===== src/rtl/uart_tx_fifo.sv =====
// UART transmitter with a small input FIFO: words pushed on a valid/ready
// handshake are serialised as start, data (LSB first), optional parity and
// one or two stop bits, each bit lasting Prescale+1 clocks.
module uart_tx_fifo #(
    parameter int unsigned DATA_WIDTH = 8,
    parameter int unsigned FIFO_DEPTH = 4,
    parameter int unsigned PRESCALE_W = 8
) (
    input  logic                  clk,
    input  logic                  rst,
    input  logic [DATA_WIDTH-1:0] P_DATA,
    input  logic                  Data_Valid,
    output logic                  Data_Ready,
    input  logic                  PAR_EN,
    input  logic                  PAR_TYP,
    input  logic                  STOP2,
    input  logic [PRESCALE_W-1:0] Prescale,
    output logic                  TX_OUT,
    output logic                  busy
);

    localparam int unsigned PTR_W = $clog2(FIFO_DEPTH);
    localparam int unsigned CNT_W = PTR_W + 1;
    localparam int unsigned BIT_W = $clog2(DATA_WIDTH);

    typedef enum logic [2:0] {
        IDLE,
        START,
        DATA,
        PARITY,
        STOP
    } state_t;

    state_t                  state_q, state_d;
    logic [DATA_WIDTH-1:0]   mem [FIFO_DEPTH];
    logic [PTR_W-1:0]        wr_ptr_q, rd_ptr_q;
    logic [CNT_W-1:0]        count_q, count_d;
    logic [DATA_WIDTH-1:0]   shreg_q, shreg_d;
    logic                    par_bit_q, par_bit_d;
    logic                    par_en_q, par_en_d;
    logic                    stop2_q, stop2_d;
    logic [PRESCALE_W-1:0]   pre_lat_q, pre_lat_d;
    logic [PRESCALE_W-1:0]   pre_cnt_q, pre_cnt_d;
    logic [BIT_W-1:0]        bit_cnt_q, bit_cnt_d;
    logic                    tx_d, busy_d;
    logic                    push_c, pop_c, start_c, bit_end_c;
    logic [DATA_WIDTH-1:0]   head_c;

    // Handshake: ready is a registered copy of "not full", independent of valid
    always_comb begin
        push_c    = Data_Valid & Data_Ready;
        head_c    = mem[rd_ptr_q];
        bit_end_c = (pre_cnt_q == pre_lat_q);
    end

    // Next-state and next-output logic of the frame sequencer
    always_comb begin
        state_d   = state_q;
        shreg_d   = shreg_q;
        par_bit_d = par_bit_q;
        par_en_d  = par_en_q;
        stop2_d   = stop2_q;
        pre_lat_d = pre_lat_q;
        pre_cnt_d = pre_cnt_q;
        bit_cnt_d = bit_cnt_q;
        tx_d      = TX_OUT;
        busy_d    = busy;
        start_c   = 1'b0;
        pop_c     = 1'b0;

        case (state_q)
            IDLE: begin
                tx_d   = 1'b1;
                busy_d = 1'b0;
                if (count_q != '0) begin
                    start_c = 1'b1;
                end
            end
            START: begin
                if (bit_end_c) begin
                    state_d   = DATA;
                    tx_d      = shreg_q[0];
                    pre_cnt_d = '0;
                    bit_cnt_d = '0;
                end else begin
                    pre_cnt_d = pre_cnt_q + PRESCALE_W'(1);
                end
            end
            DATA: begin
                if (bit_end_c) begin
                    pre_cnt_d = '0;
                    if (bit_cnt_q == BIT_W'(DATA_WIDTH - 1)) begin
                        bit_cnt_d = '0;
                        if (par_en_q) begin
                            state_d = PARITY;
                            tx_d    = par_bit_q;
                        end else begin
                            state_d = STOP;
                            tx_d    = 1'b1;
                        end
                    end else begin
                        bit_cnt_d = bit_cnt_q + BIT_W'(1);
                        shreg_d   = shreg_q >> 1;
                        tx_d      = shreg_q[1];
                    end
                end else begin
                    pre_cnt_d = pre_cnt_q + PRESCALE_W'(1);
                end
            end
            PARITY: begin
                if (bit_end_c) begin
                    state_d   = STOP;
                    tx_d      = 1'b1;
                    pre_cnt_d = '0;
                    bit_cnt_d = '0;
                end else begin
                    pre_cnt_d = pre_cnt_q + PRESCALE_W'(1);
                end
            end
            STOP: begin
                if (bit_end_c) begin
                    pre_cnt_d = '0;
                    if (stop2_q && (bit_cnt_q == '0)) begin
                        bit_cnt_d = BIT_W'(1);
                    end else if (count_q != '0) begin
                        start_c = 1'b1;
                    end else begin
                        state_d = IDLE;
                        tx_d    = 1'b1;
                        busy_d  = 1'b0;
                    end
                end else begin
                    pre_cnt_d = pre_cnt_q + PRESCALE_W'(1);
                end
            end
            default: begin
                state_d = IDLE;
                tx_d    = 1'b1;
                busy_d  = 1'b0;
            end
        endcase

        // Frame start: pop the head word and freeze the line settings for this frame
        if (start_c) begin
            pop_c     = 1'b1;
            state_d   = START;
            tx_d      = 1'b0;
            busy_d    = 1'b1;
            shreg_d   = head_c;
            par_bit_d = (^head_c) ^ PAR_TYP;
            par_en_d  = PAR_EN;
            stop2_d   = STOP2;
            pre_lat_d = Prescale;
            pre_cnt_d = '0;
            bit_cnt_d = '0;
        end

        count_d = count_q + CNT_W'(push_c) - CNT_W'(pop_c);
    end

    // FIFO storage; pointers alone define its contents, so no reset needed
    always_ff @(posedge clk) begin
        if (rst && push_c) begin
            mem[wr_ptr_q] <= P_DATA;
        end
    end

    // State, counters, FIFO pointers and registered outputs
    always_ff @(posedge clk) begin
        if (!rst) begin
            state_q    <= IDLE;
            wr_ptr_q   <= '0;
            rd_ptr_q   <= '0;
            count_q    <= '0;
            shreg_q    <= '0;
            par_bit_q  <= 1'b0;
            par_en_q   <= 1'b0;
            stop2_q    <= 1'b0;
            pre_lat_q  <= '0;
            pre_cnt_q  <= '0;
            bit_cnt_q  <= '0;
            TX_OUT     <= 1'b1;
            busy       <= 1'b0;
            Data_Ready <= 1'b1;
        end else begin
            state_q    <= state_d;
            if (push_c) begin
                wr_ptr_q <= wr_ptr_q + PTR_W'(1);
            end
            if (pop_c) begin
                rd_ptr_q <= rd_ptr_q + PTR_W'(1);
            end
            count_q    <= count_d;
            shreg_q    <= shreg_d;
            par_bit_q  <= par_bit_d;
            par_en_q   <= par_en_d;
            stop2_q    <= stop2_d;
            pre_lat_q  <= pre_lat_d;
            pre_cnt_q  <= pre_cnt_d;
            bit_cnt_q  <= bit_cnt_d;
            TX_OUT     <= tx_d;
            busy       <= busy_d;
            Data_Ready <= (count_d != CNT_W'(FIFO_DEPTH));
        end
    end

endmodule


===== config.mk =====
export PLATFORM = sky130hd
export DESIGN_NAME = uart_tx_fifo
export DESIGN_NICKNAME = d
export VERILOG_FILES = /design/src/rtl/uart_tx_fifo.sv
export SDC_FILE = /design/constraint.sdc
export NUM_CORES = 1
export LEC_CHECK = 0
export CAP_MARGIN = 0
export CORE_MARGIN = 2
export CORE_UTILIZATION = 58
export CTS_CLUSTER_SIZE = 14
export DETAILED_ROUTE_END_ITERATION = 6
export GPL_ROUTABILITY_DRIVEN = 0
export PLACE_DENSITY = 0.77
export SLEW_MARGIN = 20
export SYNTH_ARGS = -nofsm -noshare
export SYNTH_HDL_FRONTEND = slang
export SYNTH_SLANG_ARGS = --single-unit
export TNS_END_PERCENT = 20

===== constraint.sdc =====
create_clock -name clk -period 3.5 [get_ports clk]
set_input_delay 0.35 -clock clk [delete_from_list [all_inputs] [get_ports clk]]
set_output_delay 0.35 -clock clk [all_outputs]
set_load 0.05 [all_outputs]

# == Word level (Yosys, flattened, before mapping) ==
# Memories as Yosys holds them, arrays and structs flattened. A register that Yosys moved wholly into a read port is not among the register bits.
# Cells that the tools add are included.
# word_totals
register_bits,43
latchBits,0
mem_bits_rw,32
rom_bits,0
out_inout_bits,3
elab_cells,116
mem_count,1
# op_classes
n_addsub,6
multipliers,0
n_div,0
n_lt_le_gt_ge,0
n_eq_ne,26
shifts,0
muxes,45
n_bitwise,4
n_reduce_logical,19
# memory_table
name,depth,width,rd,rd_ports_with_merged_regs,wr,line_no,text
mem,4,8,1,1,1,35,logic [DATA_WIDTH-1:0] mem [FIFO_DEPTH];
# ops
operator,n
2-to-1 mux 8 bit,5
2-to-1 mux 3 bit,13
!= test 3 bit (second input constant),8
2-to-1 mux 1 bit,20
!= test 2 bit (second input constant),10
AND reduction 8 bit,2
one-hot mux 3 bit (5 select lines),1
one-hot mux 3 bit (3 select lines),1
adder 8 x 1 -> 8 bit (second input constant),1
== test 8 bit,1
parity 8 bit,1
== test 3 x 2 -> 1 bit (second input constant),2
== test 3 bit (second input constant),2
zero test 3 bit,2
AND reduction 6 bit,1
nonzero test 3 bit,2
AND reduction 5 bit,1
adder 2 x 1 -> 2 bit (second input constant),2
2-to-1 mux 2 bit,2
!= test 2 x 1 -> 1 bit (second input constant),2
one-hot mux 1 bit (2 select lines),2
one-hot mux 1 bit (4 select lines),1
AND reduction 4 bit,1
nonzero test 2 bit,2
12 further kinds,15

# == Depth between registers and ports, before layout ==
# Gate-level depths: netlist of run 1.
# logic_depth
depth_word,8
ltp_mapped,15
depth_no_buf,14

# == Least setup slack after synthesis of run 1 ==
# OpenSTA, ideal clock, no wires.
# synth_path
path_kind,register to register
startpoint,register pre_cnt_q[0]
endpoint,register Data_Ready
arrival_ns,2.672
path_slack_ns,0.715
path_stages_with_launch,14
period_less_slack_ns,2.785
cell_sequence,dfxtp_1 > xnor2_1 > nand4_1 > o31ai_2 > nand2_1 > clkbuf_1 > nand3_1 > nand2_1 > ha_1 > fa_1 > xnor2_1 > xnor2_1 > and2_1 > nand2_1
# synth_between
elab_chain_cells,6
# synth_lines
element,line_no,text
start: declaration,43,"logic [PRESCALE_W-1:0] pre_cnt_q, pre_cnt_d;"
start signal: assignment,199,pre_cnt_q <= pre_cnt_d;
== test 8 bit,53,bit_end_c = (pre_cnt_q == pre_lat_q);
2-to-1 mux 1 bit,121,if (bit_end_c) begin
one-hot mux 1 bit (2 select lines),71,case (state_q)
2-to-1 mux 1 bit,144,if (start_c) begin
subtractor 3 x 1 -> 3 bit,158,count_d = count_q + CNT_W'(push_c) - CNT_W'(pop_c);
!= test 3 bit,203,Data_Ready <= (count_d != CNT_W'(FIFO_DEPTH));
end signal: assignment,203,
end: declaration,13,"output logic Data_Ready,"
# Every way passes these cells.
# A chain may end at the register's enable or synchronous reset.

# == Final worst setup path of run 1 ==
# layout_path
startpoint,register pre_cnt_q[2]
endpoint,register Data_Ready
# Same word-level chain as after synthesis.

==> metrics.cfg, run 1 <==
[run_status]
status=finished, final reports clean

[setup_path]
cpLargestDelayFamily=simple AND/OR/NAND/NOR gates
crit_type=register to register
end_kind=register
crit_required_ns=3.75
cp.buffers_inverters=0
critPathLaunchType=register
path_cells=xnor2_1 > nand4_1 > o31ai_2 > nand2_1 > nand3_1 > nand2_1 > ha_1 > fa_1 > xnor2_1 > xnor2_1 > and2_1 > nand2_1
crit_path_max_fanout=5
ff2ff_setup_slack_ns=0.71
slowest_delay_ns=0.45
crit_slowest_cell=o31ai_2
arrival_ns=3.04

[routing]
first_pass_iters=4
drc_errors=0
viasPerCell=5.58
antenna_left=0
first_iter_violations=152
num_vias=2311
wl_per_cell_um=14.8
wirelength_um=6140

[floorplan]
die_area_um2=6470
die_x_um=80.4
die_h_um=80.4
num_io_pins=25
placementRows=27
start_util_pct=60.8
coreArea_um2=5570

[pwr]
ir_drop_v=0.000497
leakagePower_nw=1.36
powerDensity_nw_per_um2=790
power_mw=3.07

[synth]
synthesis.nets=344
synth.avg_cell_area_um2=10.9
synthesis.area_um2=3390
ys_types=38
seq_area_frac_synth_pct=54.9
ys_ff_latch=77
yosys_warnings=0
syn_inst=312

[finish]
num_antenna_cells=0
nNetsFinal=369
syn2layout_area_growth_pct=14.5
drive_gt1_share_pct=8.48
instances_no_fill=414

[clock_network]
clock-sinks=77
post_cts_resize_count=0
h-tree-depth=3
cts-root-buf=clkbuf_8
postCtsSetupRepairBufs=0
cts_tree=built
clock_path_buffers=2
clk-insertion-delay-late_ns=0.35
cts.hold.buffers_added=0
tritoncts.num_buffers=9
clk_pin_slew_ns=0.09

[place]
hpwl_um=4260
dp.cells=398
portBuffers=24

[sta]
setup_viol=0
period_needed_ns=2.79
tightest_slew_ns=0.533
fmax_ghz=0.358
finClkSkew_ns=0.0123
finalHoldViolCount=0
setup_tns_ns=0
finalCritPeriodShare_pct=79.8
maxSlewHeadroom_pct=64.2
final-max-slew-violation-count=0
rsz0062_at_grt=no

[global_routing]
grt_max_degree=30
overflow=0
grt_pass1_wl_um=10100
grt_pass1_vias=2226
antenna_found_initial=0
grtUsageTotal_pct=20.9

[hold_path]
hp-class=register to register

[job]
drv_cap=0

-- layout by cell type, fill, tap and decap left out, drive strengths merged, types with 3 or more instances in the layout --
| cell | count |
|---|---|
| dfxtp | 45 |
| nand2 | 43 |
| edfxtp | 32 |
| nor2 | 31 |
| a21oi | 26 |
| clkdlybuf4s50 | 24 |
| xnor2 | 22 |
| inv | 15 |
| nand3 | 11 |
| and2 | 10 |
| nor3 | 9 |
| ha | 9 |
| clkbuf | 9 |
| o21ai | 8 |
| mux4 | 8 |
| a22oi | 6 |
| nand4 | 5 |
| xor2 | 5 |
| a31oi | 3 |
| buf | 3 |
-- tightest hold or removal path, stage by stage, from the launching register on --
cell	delay (ns)
dfxtp_1	0.32
nand2_1	0.05
a21oi_1	0.05
-- flip-flops by register name, summed over array words and instances, names as in the netlist, 3 cells and up, named ones only --
signal,cells
state_q,3
pre_lat_q,8
mem,32
shreg_q,8
bit_cnt_q,3
pre_cnt_q,8
count_q,3
-- power breakdown --
group	internal (mW)	total (mW)	switching, mW	leakage (nW)
clock	0.339	0.686	0.347	0.101
combinational	0.495	1.14	0.646	0.603
sequential	1.10	1.24	0.137	0.659
total	1.94	3.07	1.13	1.36
-- synthesized netlist by cell type --
cell,n,share of area [%]
dfxtp_1,45,27
nand2_1,43,4.8
edfxtp_1,32,28
nor2_1,30,3.3
a21oi_1,25,3.7
xnor2_1,21,5.4
inv_1,11,1.2
nand3_1,11,1.6
and2_1,10,1.8
clkbuf_1,10,1.1
ha_1,9,3.3
nor3_1,9,1.3
o21ai_0,7,1.0
a22oi_1,6,1.3
nand4_1,5,0.92
xor2_1,5,1.3
mux4_1,4,3.1
mux4_2,4,2.7
a31oi_1,3,0.55
a211oi_1,2,0.44
buf_6,2,0.66
mux2_2,2,0.66
a21boi_0,1,0.22
a21oi_2,1,0.26
a311oi_1,1,0.26
buf_2,1,0.15
fa_1,1,0.59
mux2i_1,1,0.30
nand3b_1,1,0.22
nor2_2,1,0.18
nor3b_1,1,0.22
o21a_1,1,0.22
o21ai_1,1,0.15
o31a_1,1,0.26
o31ai_1,1,0.22
o31ai_2,1,0.37
xnor2_2,1,0.48
xnor3_1,1,0.66
-- layout make-up --
class                   instances  area (µm²)
inverters                      11        41.3
flip-flops and latches         77        1860
clock buffers                   9         124
repair buffers                 27         263
well taps                      72        90.1
fillers                       428        1690
clock inverters                 7        78.8
multi-input cells             211        1420
-- metrics by stage --
| step | cell area, µm² | hold WS [ns] | utilization [%] | setup WS, ns |
|---|---|---|---|---|
| floorplan | 3390 | 0.437 | - | 0.715 |
| global placement | 3680 | 0.453 | 66.0 | 0.865 |
| detailed placement | 3680 | 0.462 | 66.0 | 0.714 |
| CTS | 3880 | 0.476 | 69.6 | 0.715 |
| global route | 3880 | 0.502 | 69.6 | 0.430 |
| finish | 3880 | 0.472 | 69.6 | 0.708 |
-- routing by layer --
| metal | global-route usage (%) | vias to the layer above | routed length (µm) |
|---|---|---|---|
| met5 | 0 | - | 0 |
| met4 | 8.64 | 0 | 109 |
| li1 | - | 1144 | - |
| met3 | 5.28 | 12 | 229 |
| met2 | 34.6 | 53 | 2990 |
| met1 | 26.3 | 1102 | 2810 |
-- final timing paths --
kind	start	end	cells after the start
setup / recovery	pre_cnt_q[2]$_SDFFE_PP0P_	Data_Ready$_SDFF_PN1_	12
hold / removal	pre_lat_q[6]$_SDFFE_PN0P_	pre_lat_q[6]$_SDFFE_PN0P_	2
setup reg to reg	pre_cnt_q[2]$_SDFFE_PP0P_	Data_Ready$_SDFF_PN1_	12
hold reg to reg	pre_lat_q[6]$_SDFFE_PN0P_	pre_lat_q[6]$_SDFFE_PN0P_	2
-- kinds of logic after synthesis --
family	count (synthesis)	synth area share (%)
AO/OA/AOI/OAI	51	9.01
AND/OR/NAND/NOR	111	14.4
flip-flops	77	54.9
multiplexers	11	6.72
adder cells (fa/ha/maj)	10	3.91
buffers and inverters	24	3.14
XOR/XNOR	28	7.86
Note: power is estimated with default switching activity, not from simulation.
==> run 2, diff against run 1 <==
--- a/config.mk
+++ b/config.mk
@@ -7,11 +7,11 @@
 export LEC_CHECK = 0
 export CAP_MARGIN = 0
 export CORE_MARGIN = 2
-export CORE_UTILIZATION = 58
+export CORE_UTILIZATION = 52
 export CTS_CLUSTER_SIZE = 14
 export DETAILED_ROUTE_END_ITERATION = 6
 export GPL_ROUTABILITY_DRIVEN = 0
-export PLACE_DENSITY = 0.77
+export PLACE_DENSITY = 0.73
 export SLEW_MARGIN = 20
 export SYNTH_ARGS = -nofsm -noshare
 export SYNTH_HDL_FRONTEND = slang
==> constraint.sdc (replaced) <==
create_clock -name clk -period 2.5 [get_ports clk]
set_input_delay 0.25 -clock clk [delete_from_list [all_inputs] [get_ports clk]]
set_output_delay 0.25 -clock clk [all_outputs]
set_load 0.05 [all_outputs]
==> run 2 against run 1 <==
Net effect:
- setup slack got worse by 0.61 ns
- combinational power is 62% higher
- power is 42% higher
- final area is 4.7% higher
- flip-flop and latch count is the same
- largest cell class unchanged
==> metrics.cfg, run 2 (synthesis gave the netlist of run 1 again) <==
[floorplan]
start_util_pct=53.7
die_h_um=84.7
num_io_pins=25
die_x_um=84.7
coreArea_um2=6310
die_area_um2=7180
placementRows=29

[sta]
setup_viol=0
final-max-slew-violation-count=0
timing.final.ws_setup_ns=0.0955
finalHoldViolCount=0
rsz0062_at_grt=yes
fmax_ghz=0.416
finalCritPeriodShare_pct=96.2
period_needed_ns=2.40
finClkSkew_ns=0.00648
timing.hold.ws_ns=0.450
tightest_slew_ns=0.609
maxSlewHeadroom_pct=58.9

[pwr]
leakagePower_nw=1.44
ir_drop_v=0.000611
power_mw=4.36
powerDensity_nw_per_um2=1070

[clock_network]
clock_path_buffers=2
clock-sinks=77
cts_tree=built
clk-insertion-delay-late_ns=0.34
cts.hold.buffers_added=0
tritoncts.num_buffers=9
clk_pin_slew_ns=0.08
cts-root-buf=clkbuf_8
h-tree-depth=3

[setup_path]
crit_type=register to register
critPathLaunchType=register
crit_path_max_fanout=5
arrival_ns=2.64
end_kind=register
crit_required_ns=2.74

[finish]
final_cell_mix=41 x nand2_1, 32 x edfxtp_1, 30 x nor2_1, 28 x dfxtp_1, 25 x a21oi_1
layout_commonest_cell=nand2_1
seq_area_um2=1890
top_register=mem
num-fill-cells=504
drive_gt1_share_pct=20.8
multi_input_area_um2=1500
nNetsFinal=383
largest_register_ffs=32
fin_util_pct=64.3
num_antenna_cells=0
syn2layout_area_growth_pct=19.9
instances_no_fill=433

[place]
portBuffers=24
dp_slack_ns=-0.0109
dp.cells=414
hpwl_um=4410

[global_routing]
grtUsageTotal_pct=19.1
antenna_found_initial=0
overflow=0
grt_pass1_vias=2361
grt_pass1_wl_um=10700
grt_max_degree=30

[routing]
antenna_left=0
first_pass_iters=4
wirelength_um=6380
wl_per_cell_um=14.7
viasPerCell=5.46
num_vias=2366
first_iter_violations=150
drc_errors=0

[hold_path]
hp-class=input pin to register

[run_status]
status=finished, final reports clean

[job]
drv_cap=0

run 2: power by group:
| part | internal [mW] | switching, mW | total, mW |
|---|---|---|---|
| clock | 0.358 | 0.433 | 0.790 |
| sequential | 1.55 | 0.166 | 1.72 |
| combinational | 0.853 | 1.00 | 1.85 |
run 2: worst max-delay path, stage by stage, from the launching register on:
cell,delay (ns)
dfxtp_4,0.37
xnor2_2,0.13
nand4_1,0.19
o31ai_4,0.36
nand2_2,0.10
nand3_2,0.08
nand2_2,0.05
ha_2,0.18
fa_2,0.35
xnor2_2,0.15
xnor2_1,0.13
and2_1,0.15
nand2_1,0.06
run 2: layout make-up:
type                       instances  share of cell area (%)
sequential                        77                    46.5
clock inverter                     6                   0.955
multi-input combinational        211                    37.0
clock buffer                      10                    3.14
tap                               77                    2.37
timing repair buffer              41                    9.05
inverter                          11                    1.02
run 2: per-stage QoR:
stage	setup TNS [ns]	cell area, µm²
finish	0	4060
global route	-0.0494	4060
CTS	0	3970
detailed placement	-0.0109	3800
global placement	0	3800
floorplan	-0.110	3430
run 2: layer usage:
layer	global-route usage [%]	part of all wire, %	vias up
met1	22.3	42	1144
met4	5.48	1.0	0
met3	6.29	4.4	6
met5	0	0	-
met2	33.5	53	48
li1	-	-	1168
run 2: final timing paths:
| check | slack, ns | endpoint | startpoint | cells past startpoint |
|---|---|---|---|---|
| setup reg to reg | 0.1 | Data_Ready$_SDFF_PN1_ | pre_cnt_q[1]$_SDFFE_PP0P_ | 12 |
| setup / recovery | 0.1 | Data_Ready$_SDFF_PN1_ | pre_cnt_q[1]$_SDFFE_PP0P_ | 12 |
| hold reg to reg | 0.47 | par_bit_q$_SDFFE_PN0P_ | par_bit_q$_SDFFE_PN0P_ | 2 |
| hold / removal | 0.45 | pre_lat_q[2]$_SDFFE_PN0P_ | Prescale[2] | 3 |
run 2: repair_timing:
| item | in CTS | in global routing |
|---|---|---|
| setup endpoints to repair | 1 | 3 |
| setup buffers | 0 | 3 |
| pin swaps | 2 | 12 |
| resized for setup | 0 | 26 |
==> run 3, diff against run 2 <==
--- a/config.mk
+++ b/config.mk
@@ -7,11 +7,12 @@
 export LEC_CHECK = 0
 export CAP_MARGIN = 0
 export CORE_MARGIN = 2
-export CORE_UTILIZATION = 52
+export CORE_UTILIZATION = 58
 export CTS_CLUSTER_SIZE = 14
 export DETAILED_ROUTE_END_ITERATION = 6
 export GPL_ROUTABILITY_DRIVEN = 0
-export PLACE_DENSITY = 0.73
+export PLACE_DENSITY = 0.77
+export SKIP_CTS_REPAIR_TIMING = 1
 export SLEW_MARGIN = 20
 export SYNTH_ARGS = -nofsm -noshare
 export SYNTH_HDL_FRONTEND = slang
==> constraint.sdc (replaced) <==
create_clock -name clk -period 2.6 [get_ports clk]
set_input_delay 0.26 -clock clk [delete_from_list [all_inputs] [get_ports clk]]
set_output_delay 0.26 -clock clk [all_outputs]
set_load 0.05 [all_outputs]
==> run 3 against run 2 <==
Net effect:
- cell count shrank 2.5%
- critical path type unchanged
- worst hold slack improved by 0.0075 ns
- largest power group unchanged
- power decreased by 4.2%
- fmax is 0.90% lower
- final area shrank 2.3%
==> metrics.cfg, run 3 (synthesis gave the netlist of run 1 again) <==
[hold_path]
min-delay-start=par_bit_q$_SDFFE_PN0P_
hp-class=register to register
min_path_cells=2
worstHoldEndpoint=par_bit_q$_SDFFE_PN0P_

[floorplan]
num_io_pins=25
die_area_um2=6470
placementRows=27
die_x_um=80.4
die_h_um=80.4
start_util_pct=60.8
coreArea_um2=5570

[clock_network]
clk_pin_slew_ns=0.07
cts-root-buf=clkbuf_8
clk-insertion-delay-late_ns=0.34
h-tree-depth=3
cts_tree=built
clock_path_buffers=2
clock-sinks=77
tritoncts.num_buffers=9

[setup_path]
arrival_ns=2.66
critPathLaunchType=register
worst_r2r_path_depth=12
slowest_delay_ns=0.39
crit_path_max_fanout=6
ff2ff_setup_slack_ns=0.17
crit_required_ns=2.83
path_cells=xnor2_2 > nand4_1 > o31ai_4 > nand2_2 > nand3_1 > nand2_1 > ha_2 > fa_2 > xnor2_2 > xnor2_1 > and2_1 > nand2_1
r2r-start=pre_cnt_q[0]$_SDFFE_PP0P_
crit_type=register to register
crit_slowest_cell=dfxtp_2
end_kind=register
r2r_end=Data_Ready$_SDFF_PN1_

[sta]
maxSlewHeadroom_pct=62.0
setup_tns_ns=0
tightest_slew_ns=0.563
final-max-slew-violation-count=0
finClkSkew_ns=0.00866
finalHoldViolCount=0
setup_viol=0
fmax_ghz=0.412
finalCritPeriodShare_pct=93.3
rsz0062_at_grt=no
period_needed_ns=2.43

[routing]
first_pass_iters=4
wl_per_cell_um=14.4
drc_errors=0
viasPerCell=5.48
antenna_left=0
first_iter_violations=116
wirelength_um=6100
num_vias=2314

[place]
hpwl_um=4220
portBuffers=24
dp.cells=406

[finish]
layout_commonest_cell=nand2_1
syn2layout_area_growth_pct=17.1
top_register=mem
num-fill-cells=416
final_cell_mix=42 x nand2_1, 39 x dfxtp_1, 32 x edfxtp_1, 30 x nor2_1, 25 x a21oi_1
drive_gt1_share_pct=13.4
nNetsFinal=377
num_antenna_cells=0
largest_register_ffs=32
instances_no_fill=422

[global_routing]
grt_pass1_wl_um=10300
grtUsageTotal_pct=21.0
overflow=0
antenna_found_initial=0
grt_pass1_vias=2329
grt_max_degree=30

[pwr]
power_mw=4.18
ir_drop_v=0.000595
leakagePower_nw=1.40
powerDensity_nw_per_um2=1050

[job]
drv_cap=0

[run_status]
status=finished, final reports clean

run 3: cell count changes in the layout (fill, tap and decap cells not counted), sizes merged:
cell	change
buf	-6
clkinv	-1
bufinv	+1
clkinvlp	+1
inv	-1
run 3: metal layers:
| metal | track usage (%) | part of all wire [%] |
|---|---|---|
| met1 | 25.3 | 43 |
| met2 | 35.5 | 51 |
| met3 | 4.38 | 4.6 |
| met4 | 10.5 | 1.5 |
| met5 | 0 | 0 |
run 3: worst max-delay path, delay by kind of cell, from the launching register on:
family	cells	cell delay, ns
AND/OR/NAND/NOR	6	0.65
adder cells (fa/ha/maj)	2	0.52
XOR/XNOR	3	0.40
flip-flops	1	0.39
AO/OA/AOI/OAI	1	0.37
run 3: how the worst max path moves through the flow:
stage / startpoint / endpoint
floorplan: pre_cnt_q[0]$_SDFFE_PP0P_ / Data_Ready$_SDFF_PN1_
global placement: bit_cnt_q[0]$_SDFFE_PP0P_ / Data_Ready$_SDFF_PN1_
detailed placement: bit_cnt_q[0]$_SDFFE_PP0P_ / Data_Ready$_SDFF_PN1_
CTS: bit_cnt_q[0]$_SDFFE_PP0P_ / Data_Ready$_SDFF_PN1_
global route: pre_lat_q[2]$_SDFFE_PN0P_ / Data_Ready$_SDFF_PN1_
finish: pre_cnt_q[0]$_SDFFE_PP0P_ / Data_Ready$_SDFF_PN1_
run 3: through the flow:
| step | hold slack, ns | util, % | area [µm²] | setup WS, ns |
|---|---|---|---|---|
| 2_1_floorplan | 0.359 | - | 3430 | 0.00142 |
| 3_3_place_gp | 0.448 | 67.6 | 3770 | 0.199 |
| 3_5_place_dp | 0.449 | 67.6 | 3770 | 0.101 |
| 4_1_cts | 0.450 | 71.0 | 3960 | 0.0582 |
| 5_1_grt | 0.476 | 71.2 | 3970 | 0.00706 |
| 6_report | 0.458 | 71.2 | 3970 | 0.174 |
run 3: final cells by class:
class	instances	area (µm²)	area share [%]
multi-input combinational	211	1450	36.6
tap	72	90.1	2.27
clock buffer	10	128	3.22
timing repair buffer	35	323	8.14
inverter	11	41.3	1.04
clock inverter	6	63.8	1.61
sequential	77	1870	47.1
run 3: power by group:
| group | leakage [nW] | internal, mW | switching, mW |
|---|---|---|---|
| combinational | 0.650 | 0.746 | 0.918 |
| clock | 0.0884 | 0.441 | 0.422 |
| sequential | 0.662 | 1.49 | 0.167 |
| total | 1.40 | 2.67 | 1.51 |
